==> src/rtl/tetris_pkg.sv <==
// Shared types and colour constants for the Tetris playfield video path.
package tetris_pkg;

    localparam int COORD_W = 10;
    localparam int CELL_W  = 3;

    typedef logic [CELL_W-1:0] cell_code_t;

    typedef struct packed {
        logic [7:0] r;
        logic [7:0] g;
        logic [7:0] b;
    } rgb_t;

    typedef struct packed {
        logic blank;
        logic hs;
        logic vs;
    } vga_ctrl_t;

    // Blank asserted (low) and both syncs idle (high) while in reset.
    localparam vga_ctrl_t CTRL_RESET = '{blank: 1'b0, hs: 1'b1, vs: 1'b1};

    localparam rgb_t BLACK_RGB  = 24'h000000;
    localparam rgb_t BORDER_RGB = 24'hFF5500;
    localparam rgb_t FLASH_RGB  = 24'hFFFFFF;
    localparam rgb_t GRID_RGB   = 24'h404040;

    localparam rgb_t PALETTE [8] = '{
        24'h000000, 24'h00FFFF, 24'hFFFF00, 24'h800080,
        24'h00FF00, 24'hFF0000, 24'h0000FF, 24'hFF7F00
    };

    function automatic rgb_t palette_rgb(input cell_code_t code);
        return PALETTE[code];
    endfunction

    // Blue ramp across the screen, darkening to the right in 8-pixel steps.
    function automatic rgb_t background_rgb(input logic [6:0] xcol);
        rgb_t c;
        c.r = 8'h00;
        c.g = 8'h00;
        c.b = 8'h7F - {1'b0, xcol};
        return c;
    endfunction

endpackage

==> src/rtl/scan_cell_tracker.sv <==
// One scan axis: cell index, sub-pixel counter and in-range flag, advanced
// incrementally. Optional BOARD_GRID_LINES_EN adds the cell-edge output.
module scan_cell_tracker
    import tetris_pkg::*;
#(
    parameter int COUNT  = 12,
    parameter int SQUARE = 26,
    parameter int ORIGIN = 160,
    localparam int POS_W = $clog2(COUNT),
    localparam int SUB_W = $clog2(SQUARE)
) (
    input  logic               clk,
    input  logic               rst_n,
    input  logic               step_i,
    input  logic [COORD_W-1:0] coord_i,
    output logic [POS_W-1:0]   pos_o,
    output logic               in_range_o
`ifdef BOARD_GRID_LINES_EN
    ,
    output logic               on_line_o
`endif
);

    logic [POS_W-1:0] pos_q, pos_d;
    logic [SUB_W-1:0] sub_q, sub_d;
    logic             in_q, in_d;

    // The _d values describe the coordinate presented this cycle; _q holds the previous one.
    always_comb begin
        // NOTE: every variable gets a default before the branches, so no path leaves it unassigned and no latch is inferred.
        pos_d = pos_q;
        sub_d = sub_q;
        in_d  = in_q;
        if (step_i) begin
            if (coord_i == COORD_W'(ORIGIN)) begin
                pos_d = '0;
                sub_d = '0;
                in_d  = 1'b1;
            end else if (in_q) begin
                if (sub_q == SUB_W'(SQUARE - 1)) begin
                    sub_d = '0;
                    if (pos_q == POS_W'(COUNT - 1)) begin
                        pos_d = '0;
                        in_d  = 1'b0;
                    end else begin
                        pos_d = pos_q + 1'b1;
                    end
                end else begin
                    sub_d = sub_q + 1'b1;
                end
            end
        end
    end

    always_ff @(posedge clk or negedge rst_n) begin
        // NOTE: state updates use non-blocking assignment so every flop samples pre-edge values.
        if (!rst_n) begin
            pos_q <= '0;
            sub_q <= '0;
            in_q  <= 1'b0;
        end else begin
            pos_q <= pos_d;
            sub_q <= sub_d;
            in_q  <= in_d;
        end
    end

    assign pos_o      = pos_d;
    assign in_range_o = in_d;
`ifdef BOARD_GRID_LINES_EN
    assign on_line_o  = (sub_d == '0);
`endif

endmodule

==> src/rtl/board_color_mapper.sv <==
// Three-stage VGA colour mapper for the Tetris board: address, colour select, output.
// Define BOARD_GRID_LINES_EN to draw dark-grey cell edges over empty cells.
module board_color_mapper
    import tetris_pkg::*;
#(
    parameter int BOARD_COLS  = 12,
    parameter int BOARD_ROWS  = 18,
    parameter int SQUARE      = 26,
    parameter int BOARD_X0    = 160,
    parameter int BOARD_Y0    = 0,
    parameter int BORDER_W    = 13,
    parameter int CELL_W      = tetris_pkg::CELL_W,
    parameter int FLASH_SHIFT = 3,
    localparam int ADDR_W     = $clog2(BOARD_COLS * BOARD_ROWS)
) (
    input  logic                  Clk,
    input  logic                  Reset_n,
    input  logic [9:0]            DrawX,
    input  logic [9:0]            DrawY,
    input  logic                  blank_in,
    input  logic                  hs_in,
    input  logic                  vs_in,
    output logic [ADDR_W-1:0]     cell_addr,
    input  logic [CELL_W-1:0]     cell_data,
    input  logic [3:0]            piece_col,
    input  logic [4:0]            piece_row,
    input  logic [15:0]           piece_mask,
    input  logic [CELL_W-1:0]     piece_code,
    input  logic [BOARD_ROWS-1:0] flash_row_mask,
    output logic [7:0]            Red,
    output logic [7:0]            Green,
    output logic [7:0]            Blue,
    output logic                  blank_out,
    output logic                  hs_out,
    output logic                  vs_out
);

    localparam int COL_W = $clog2(BOARD_COLS);
    localparam int ROW_W = $clog2(BOARD_ROWS);
    localparam logic [COORD_W-1:0] BORDER_L_LO = COORD_W'(BOARD_X0 - BORDER_W);
    localparam logic [COORD_W-1:0] BORDER_L_HI = COORD_W'(BOARD_X0);
    localparam logic [COORD_W-1:0] BORDER_R_LO = COORD_W'(BOARD_X0 + BOARD_COLS * SQUARE);
    localparam logic [COORD_W-1:0] BORDER_R_HI = COORD_W'(BOARD_X0 + BOARD_COLS * SQUARE + BORDER_W);

    logic [COL_W-1:0] col;
    logic [ROW_W-1:0] row;
    logic             in_x, in_y;
`ifdef BOARD_GRID_LINES_EN
    logic             line_x, line_y;
`endif

    scan_cell_tracker #(
        .COUNT  (BOARD_COLS),
        .SQUARE (SQUARE),
        .ORIGIN (BOARD_X0)
    ) u_x_tracker (
        .clk        (Clk),
        .rst_n      (Reset_n),
        .step_i     (1'b1),
        .coord_i    (DrawX),
        .pos_o      (col),
        .in_range_o (in_x)
`ifdef BOARD_GRID_LINES_EN
        ,
        .on_line_o  (line_x)
`endif
    );

    // Rows advance once per line, on the first pixel of the line.
    scan_cell_tracker #(
        .COUNT  (BOARD_ROWS),
        .SQUARE (SQUARE),
        .ORIGIN (BOARD_Y0)
    ) u_y_tracker (
        .clk        (Clk),
        .rst_n      (Reset_n),
        .step_i     (DrawX == '0),
        .coord_i    (DrawY),
        .pos_o      (row),
        .in_range_o (in_y)
`ifdef BOARD_GRID_LINES_EN
        ,
        .on_line_o  (line_y)
`endif
    );

    // ---------------- stage 1: address and pixel classification
    logic [ADDR_W-1:0] cell_addr_q, cell_addr_d;
    logic              in_board_q, in_board_d;
    logic              border_q, border_d;
    logic              hit_q, hit_d;
    logic              flash_q;
    logic [6:0]        xcol_q;
    cell_code_t        pcode_q;
    vga_ctrl_t         ctrl_s1_q, ctrl_s2_q, ctrl_s3_q;
    logic [7:0]        dcol, drow;
`ifdef BOARD_GRID_LINES_EN
    logic              grid_q;
`endif

    always_comb begin
        cell_addr_d = ADDR_W'(row) * ADDR_W'(BOARD_COLS) + ADDR_W'(col);
        in_board_d  = in_x & in_y;
        border_d    = (DrawX >= BORDER_L_LO && DrawX < BORDER_L_HI) ||
                      (DrawX >= BORDER_R_LO && DrawX < BORDER_R_HI);
        // Unsigned offsets: a cell left of or above the piece box wraps high and misses.
        dcol  = 8'(col) - 8'(piece_col);
        drow  = 8'(row) - 8'(piece_row);
        hit_d = in_board_d && (dcol < 8'd4) && (drow < 8'd4) &&
                piece_mask[{drow[1:0], dcol[1:0]}];
    end

    always_ff @(posedge Clk or negedge Reset_n) begin
        if (!Reset_n) begin
            cell_addr_q <= '0;
            in_board_q  <= 1'b0;
            border_q    <= 1'b0;
            hit_q       <= 1'b0;
            flash_q     <= 1'b0;
            xcol_q      <= '0;
            pcode_q     <= '0;
            ctrl_s1_q   <= CTRL_RESET;
`ifdef BOARD_GRID_LINES_EN
            grid_q      <= 1'b0;
`endif
        end else begin
            cell_addr_q <= cell_addr_d;
            in_board_q  <= in_board_d;
            border_q    <= border_d;
            hit_q       <= hit_d;
            flash_q     <= flash_row_mask[row];
            xcol_q      <= DrawX[9:3];
            pcode_q     <= cell_code_t'(piece_code);
            ctrl_s1_q   <= '{blank: blank_in, hs: hs_in, vs: vs_in};
`ifdef BOARD_GRID_LINES_EN
            grid_q      <= line_x | line_y;
`endif
        end
    end

    assign cell_addr = cell_addr_q;

    // ---------------- frame counter: counts vsync falling edges
    logic       vs_prev_q;
    logic [7:0] frame_cnt_q;
    logic       phase;

    always_ff @(posedge Clk or negedge Reset_n) begin
        if (!Reset_n) begin
            vs_prev_q   <= 1'b1;
            frame_cnt_q <= '0;
        end else begin
            vs_prev_q <= vs_in;
            if (vs_prev_q && !vs_in) begin
                frame_cnt_q <= frame_cnt_q + 8'd1;
            end
        end
    end

    assign phase = frame_cnt_q[FLASH_SHIFT];

    // ---------------- stage 2: colour select (cell_data answers cell_addr_q)
    rgb_t colour_q, colour_d;

    always_comb begin
        colour_d = background_rgb(xcol_q);
        if (hit_q && pcode_q != '0) begin
            colour_d = palette_rgb(pcode_q);
        end else if (in_board_q && flash_q && phase) begin
            colour_d = FLASH_RGB;
        end else if (in_board_q) begin
            colour_d = palette_rgb(cell_code_t'(cell_data));
        end else if (border_q) begin
            colour_d = BORDER_RGB;
        end
`ifdef BOARD_GRID_LINES_EN
        if (in_board_q && grid_q && colour_d == BLACK_RGB) begin
            colour_d = GRID_RGB;
        end
`endif
    end

    // ---------------- stages 2 and 3: colour register, blanked output register
    rgb_t out_rgb_q;

    always_ff @(posedge Clk or negedge Reset_n) begin
        if (!Reset_n) begin
            colour_q  <= BLACK_RGB;
            ctrl_s2_q <= CTRL_RESET;
            out_rgb_q <= BLACK_RGB;
            ctrl_s3_q <= CTRL_RESET;
        end else begin
            colour_q  <= colour_d;
            ctrl_s2_q <= ctrl_s1_q;
            out_rgb_q <= ctrl_s2_q.blank ? colour_q : BLACK_RGB;
            ctrl_s3_q <= ctrl_s2_q;
        end
    end

    assign Red       = out_rgb_q.r;
    assign Green     = out_rgb_q.g;
    assign Blue      = out_rgb_q.b;
    assign blank_out = ctrl_s3_q.blank;
    assign hs_out    = ctrl_s3_q.hs;
    assign vs_out    = ctrl_s3_q.vs;

endmodule

==> config.mk <==
export PLATFORM = sky130hd
export DESIGN_NAME = board_color_mapper
export DESIGN_NICKNAME = d
export VERILOG_FILES = /design/src/rtl/tetris_pkg.sv /design/src/rtl/scan_cell_tracker.sv /design/src/rtl/board_color_mapper.sv
export SDC_FILE = /design/constraint.sdc
export NUM_CORES = 1
export LEC_CHECK = 0
export CORE_ASPECT_RATIO = 0.5
export CORE_MARGIN = 5
export CORE_UTILIZATION = 45
export DETAILED_ROUTE_END_ITERATION = 10
export HOLD_SLACK_MARGIN = 0.1
export PLACE_DENSITY = 0.77
export SYNTH_ARGS = -nofsm -noshare
export SYNTH_HDL_FRONTEND = slang
export SYNTH_SLANG_ARGS = --single-unit
==> constraint.sdc <==
create_clock -name Clk -period 3.18 [get_ports Clk]
set_input_delay 0.636 -clock Clk [delete_from_list [all_inputs] [get_ports Clk]]
set_output_delay 0.636 -clock Clk [all_outputs]
set_load 0.01 [all_outputs]
==> flow_summary.yaml, run 1 <==
final_layout:
  drive_gt1_frac: 0.2372
  syn2layout_area_growth_pct: 47.90
  fin_nets: 667
  antenna_cells: 0
clock_network:
  tritoncts: "yes"
  numCtsBuffers: 9
  cts_root_buf: "clkbuf_16"
  cts_max_level: 3
  clk_pin_slew_ps: 60
  clock_latency_ps: 340
  cts_num_sinks: 80
  cts.path.max_buffers: 2
setup_path:
  endpoint_kind: "flip-flop"
  required_ps: 3410
  cp_data_arrival_time_ps: 3410
  cp_max_fo: 4
  start_kind: "flip-flop"
  crit_type: "reg2reg"
drt:
  wl_per_cell_um: 13.97
  viasPerCell: 4.955
  drt_wl_total_um: 9585
  wl_met1_um: 4028
  drtPass1Iterations: 4
  final_antenna_net_count: 0
  wl_met2_um: 4841
  top_layer: "met4"
  vias: 3399
  drt-initial-drc-count: 219
  wl_met3_um: 608
  drc_errors: 0
floorplan:
  row_count: 25
  pin_count: 109
  start_util: 0.4579
  die_x_um: 148.2
  core-area_sq_um: 9384
  die_h_um: 79.10
  die-area_sq_um: 11720
timing:
  skew_ps: 5.437
  worstMarginPinSlew_ps: 971.9
  final.min_clock_period_ps: 3182
  hold_slack_ps: 351.4
  period_share: 1.001
  max_clock_freq_ghz: 0.3142
  final_max_slew_viol_count: 0
  fin_ws_ps: -2.313
  report.final.setup_viol: 1
  slew_headroom: 0.3521
  hold_viol: 0
  rsz0062_at_grt: "yes"
logic_synthesis:
  synth_area_leaders: "dfrtp_1 43%, ha_1 8.4%, dfstp_2 3.7%"
  synth_commonest_cells: "74 x dfrtp_1, 32 x nand2_1, 29 x ha_1"
  seq_area_frac_synth: 0.4677
  synthCells: 408
  synth.avg_cell_area_sq_um: 10.53
  synth_top_area_frac: 0.4310
  yosys.area.top_type: "dfrtp_1"
  synthFlopType: "dfrtp_1"
  synth_cell_types: 55
  async_flop_share: 1.000
  synth.most_common_cell: "dfrtp_1"
  synth-edff-count: 0
  syn_nets: 515
  ys_warn_count: 0
  ys_seq_elements: 80
  synthesis.area_sq_um: 4297
power_and_ir_drop:
  p_per_area_nw_per_um2: 418.6
  swShare: 0.2385
  power_frac_clock: 0.428
  p_leak_nw: 2.946
  combPwrFrac: 0.144
  irDropWorstVdd_v: 0.0002726
  internal_power_mw: 2.026
  switchingPower_mw: 0.6343
  power.share.sequential: 0.428
placed_design:
  gp_congestion: 0.9313
  post-place-ws_ps: -613.8
  hpwl_um: 7007
  place.port_buffers: 108
global_route:
  grt_start_max_net_pins: 81
  grt_overflow: 0
  track_usage: 0.1599
  grt_pass1_wl_um: 15110
  antenna_found_initial: 0
  first_global_vias: 3331
run_status:
  failed_checks: "setup timing"
  status: "complete, but fails checks"
worst_hold_path:
  hold_path_class: "reg2reg"
flow_run:
  max-cap-violations: 0
## sequential cells by signal, indices dropped and copies added, names as in the netlist
| signal | flops |
|---|---|
| border_q | 1 |
| Green | 3 |
| u_y_tracker.pos_q | 5 |
| vs_out | 1 |
| pcode_q | 3 |
| blank_out | 1 |
| hit_q | 1 |
| cell_addr | 6 |
| u_y_tracker.in_q | 1 |
| u_y_tracker.sub_q | 5 |
| ctrl_s2_q | 3 |
| u_x_tracker.pos_q | 4 |
| u_x_tracker.sub_q | 5 |
| ctrl_s1_q | 2 |
| vs_prev_q | 1 |
| Blue | 8 |
| in_board_q | 1 |
| flash_q | 1 |
| xcol_q | 7 |
| Red | 2 |
| u_x_tracker.in_q | 1 |
| colour_q | 13 |
| hs_out | 1 |
| frame_cnt_q | 4 |
## cell families after synthesis
kind of cell / after synthesis / synth area share
compound gates: 74 / 0.1051
xor+xnor: 17 / 0.03466
fa+ha+maj: 33 / 0.1031
buf+inv: 50 / 0.05708
flops: 80 / 0.4677
mux: 23 / 0.07164
simple gates: 131 / 0.1607
## routing by layer
metal	GRT usage	vias to the layer above
met5	0	-
met2	0.2724	81
met4	0.05161	0
met3	0.05017	10
met1	0.1957	1599
li1	-	1709
## power groups by stage
stage / Combinational (mW) / Clock, mW / Sequential, mW
floorplan: 0.162 / 0 / 1.15
global placement: 0.358 / 0 / 1.15
detailed placement: 0.372 / 0 / 1.15
CTS: 0.374 / 1.17 / 1.14
global route: 0.428 / 1.22 / 1.14
finish: 0.384 / 1.14 / 1.14
## repair_timing
action / in CTS / in global routing
hold buffers: 0 / 0
buffers inserted: 3 / 12
gates resized for setup: 16 / 38
pin swaps: 11 / 28
setup endpoints to repair: 5 / 5
cloned: 0 / 1
## critical path, cell delays in order, from the launching register on
cell	delay, ps
dfrtp_1	380
inv_1	60
ha_2	150
and4b_1	260
nand2_2	90
a311oi_2	220
a21oi_2	50
or2_4	280
ha_4	170
inv_4	60
fa_2	470
mux4_2	300
mux4_2	480
o21ai_2	70
nor2_1	50
## cell usage in the layout (no fill, tap or decap), types with 6 or more instances in the layout
| cell | count |
|---|---|
| mux2_2 | 6 |
| nand3_1 | 9 |
| nand2_1 | 30 |
| mux2i_1 | 8 |
| dlymetal6s2s_1 | 11 |
| dfrtp_1 | 74 |
| inv_1 | 25 |
| and2_1 | 15 |
| clkdlybuf4s50_1 | 93 |
| xor2_1 | 7 |
| a21oi_1 | 15 |
| dfstp_2 | 6 |
| ha_1 | 24 |
| nand4_1 | 6 |
| nand2b_1 | 7 |
| nor2b_1 | 6 |
| a21o_1 | 7 |
| xnor2_1 | 7 |
| o21ai_0 | 23 |
| nor2_1 | 23 |
| buf_4 | 51 |
| clkbuf_16 | 9 |
## final timing paths
check | startpoint | slack (ps) | depth (start not counted) | endpoint
worst min register to register | ctrl_s1_q[2]$_DFF_PN0_ | 350 | 0 | ctrl_s2_q[2]$_DFF_PN0_
max in group asynchronous | Reset_n | 2100 | 1 | ctrl_s2_q[2]$_DFF_PN0_
worst max-delay path | u_x_tracker.sub_q[1]$_DFFE_PN0P_ | -2 | 14 | hit_q$_DFF_PN0_
worst min-delay path | ctrl_s1_q[2]$_DFF_PN0_ | 350 | 0 | ctrl_s2_q[2]$_DFF_PN0_
worst max register to register | u_x_tracker.sub_q[1]$_DFFE_PN0P_ | -2 | 14 | hit_q$_DFF_PN0_
min in group asynchronous | Reset_n | 460 | 1 | cell_addr[2]$_DFF_PN0_
## layout make-up
class	instances	area, sq um
fill	703	3029
sequential	80	2009
timing repair buffer	164	1540
tap	121	151.4
clock inverter	7	106.4
inverter	27	103.9
clock buffer	9	225.2
multi-input combinational	278	2218
## per-stage QoR
stage / TNS, ps / instances / util / power [mW] / cell area [sq um]
after floorplan: -26.41 / 408 / - / 1.316 / 4342
after CTS: 0 / 674 / 0.6533 / 2.679 / 6131
after global routing: -121.3 / 686 / 0.6772 / 2.791 / 6355
final: -2.313 / 686 / 0.6772 / 2.660 / 6355
after global placement: -2864 / 655 / 0.6108 / 1.510 / 5732
after detailed placement: -3090 / 655 / 0.6108 / 1.526 / 5732
Note: power is estimated with default switching activity, not from simulation.
==> run 2, diff against run 1 <==
--- a/config.mk
+++ b/config.mk
@@ -8,9 +8,11 @@
 export CORE_ASPECT_RATIO = 0.5
 export CORE_MARGIN = 5
 export CORE_UTILIZATION = 45
+export CTS_CLUSTER_DIAMETER = 40
 export DETAILED_ROUTE_END_ITERATION = 10
 export HOLD_SLACK_MARGIN = 0.1
 export PLACE_DENSITY = 0.77
+export RECOVER_POWER = 25
 export SYNTH_ARGS = -nofsm -noshare
 export SYNTH_HDL_FRONTEND = slang
 export SYNTH_SLANG_ARGS = --single-unit
==> flow_summary.yaml, run 2 (synthesis results as in run 1) <==
setup_path:
  cp_max_fo: 4
  cp_num_buf_inv: 2
  crit_path_top_delay_cell: "mux4_2"
  path_cells: "inv_1 > ha_2 > and4b_1 > nand2_2 > a311oi_2 > a21oi_2 > or2_4 > ha_4 > inv_4 > fa_2 > mux4_2 > mux4_2 > o21ai_2 > nor2_1"
  cp_data_arrival_time_ps: 3410
  required_ps: 3410
  crit_type: "reg2reg"
  crit_top_cell: "mux4_2"
  endpoint_kind: "flip-flop"
  start_kind: "flip-flop"
  critical-path-top-delay-family: "adder cells"
  crit_path_max_incr_delay_ps: 480
drt:
  drtPass1Iterations: 4
  drc_errors: 0
  viasPerCell: 4.962
  final_antenna_net_count: 0
  drt-initial-drc-count: 173
  wl_per_cell_um: 13.96
  drt_wl_total_um: 9578
  vias: 3404
global_route:
  grt_pass1_wl_um: 15110
  grt_overflow: 0
  grt_start_max_net_pins: 81
  antenna_found_initial: 0
  track_usage: 0.1599
  first_global_vias: 3331
timing:
  hold_slack_ps: 351.4
  final.min_clock_period_ps: 3182
  fin_ws_ps: -1.725
  skew_ps: 4.824
  max_clock_freq_ghz: 0.3143
  period_share: 1.001
  rsz0062_at_grt: "yes"
  report.final.setup_viol: 1
  setup_tns_ps: -1.725
  worstMarginPinSlew_ps: 1915
  slew_headroom: -0.2768
  final_max_slew_viol_count: 81
  hold_viol: 0
run_status:
  failed_checks: "capacitance limit, slew limit, setup timing"
  status: "complete, but fails checks"
clock_network:
  clock_latency_ps: 340
  cts.path.max_buffers: 2
  cts_num_sinks: 80
  clk_pin_slew_ps: 60
  tritoncts: "yes"
  cts_root_buf: "clkbuf_16"
  hold_buffers: 0
  numCtsBuffers: 9
  cts_max_level: 3
final_layout:
  antenna_cells: 0
  n_fill_cell: 710
  layout_commonest_cell: "clkdlybuf4s50_1"
  syn2layout_area_growth_pct: 47.41
  fin_nets: 667
  drive_gt1_frac: 0.2283
  largest-register: "colour_q"
  utilization: 0.6749
  multi_input_area_sq_um: 2218
  design_area_sq_um: 6334
  seq_area_sq_um: 2009
  final_cell_mix: "87 x clkdlybuf4s50_1, 74 x dfrtp_1, 43 x buf_4"
  final_cells: 686
  largest_reg_flops: 13
worst_hold_path:
  hold_path_class: "reg2reg"
power_and_ir_drop:
  internal_power_mw: 2.021
  power_frac_clock: 0.429
  irDropWorstVdd_v: 0.0002725
  swShare: 0.2393
  combPwrFrac: 0.143
  power.share.sequential: 0.428
  p_leak_nw: 2.923
  switchingPower_mw: 0.6356
  total_power_mw: 2.657
  p_per_area_nw_per_um2: 419.4
floorplan:
  die_x_um: 148.2
  pin_count: 109
  start_util: 0.4579
  die_h_um: 79.10
  row_count: 25
  die-area_sq_um: 11720
  core-area_sq_um: 9384
placed_design:
  place.port_buffers: 108
  hpwl_um: 7007
  placed_area_sq_um: 5732
  gp_congestion: 0.9313
  dp.cells: 655
  post-place-ws_ps: -613.8
flow_run:
  max-cap-violations: 1
-- run 2: cell count changes in the layout (fill, tap and decap cells not counted), sizes merged --
cell	previous run	this run
buf	57	49
dlygate4sd3	0	6
clkbuf	11	19
clkdlybuf4s50	93	87
-- run 2: routing by layer --
metal,up-vias,part of all wire,GRT usage
met5,-,0,0
met4,0,0.015,0.05161
met3,13,0.066,0.05017
met2,84,0.50,0.2724
met1,1597,0.42,0.1957
li1,1710,-,-
-- run 2: final timing paths --
| kind | startpoint | to | slack [ps] | cells past startpoint |
|---|---|---|---|---|
| hold / removal | ctrl_s1_q[2]$_DFF_PN0_ | ctrl_s2_q[2]$_DFF_PN0_ | 350 | 0 |
| setup / recovery | u_x_tracker.sub_q[1]$_DFFE_PN0P_ | hit_q$_DFF_PN0_ | -2 | 14 |
| min in group asynchronous | Reset_n | cell_addr[2]$_DFF_PN0_ | 830 | 1 |
| max in group asynchronous | Reset_n | ctrl_s2_q[2]$_DFF_PN0_ | 1220 | 1 |
| setup reg to reg | u_x_tracker.sub_q[1]$_DFFE_PN0P_ | hit_q$_DFF_PN0_ | -2 | 14 |
| hold reg to reg | ctrl_s1_q[2]$_DFF_PN0_ | ctrl_s2_q[2]$_DFF_PN0_ | 350 | 0 |
-- run 2: repair_timing --
item | 4_1_cts | 5_1_grt
setup buffers | 3 | 12
setup endpoints to repair | 5 | 5
gates resized for setup | 16 | 38
pin swaps | 11 | 28
cloned | 0 | 1
-- run 2: area by class of cell --
| type | instances | share of cell area |
|---|---|---|
| clock buffer | 9 | 0.03556 |
| clock inverter | 7 | 0.01679 |
| inverter | 27 | 0.01640 |
| multi-input combinational | 278 | 0.3503 |
| sequential | 80 | 0.3173 |
| tap | 121 | 0.02390 |
| timing repair buffer | 164 | 0.2398 |
-- run 2: power by group through the flow --
stage / clock [mW] / sequential, mW / combinational [mW]
6_report: 1.14 / 1.14 / 0.379
2_1_floorplan: 0 / 1.15 / 0.162
3_3_place_gp: 0 / 1.15 / 0.358
3_5_place_dp: 0 / 1.15 / 0.372
5_1_grt: 1.22 / 1.15 / 0.423
4_1_cts: 1.17 / 1.14 / 0.374
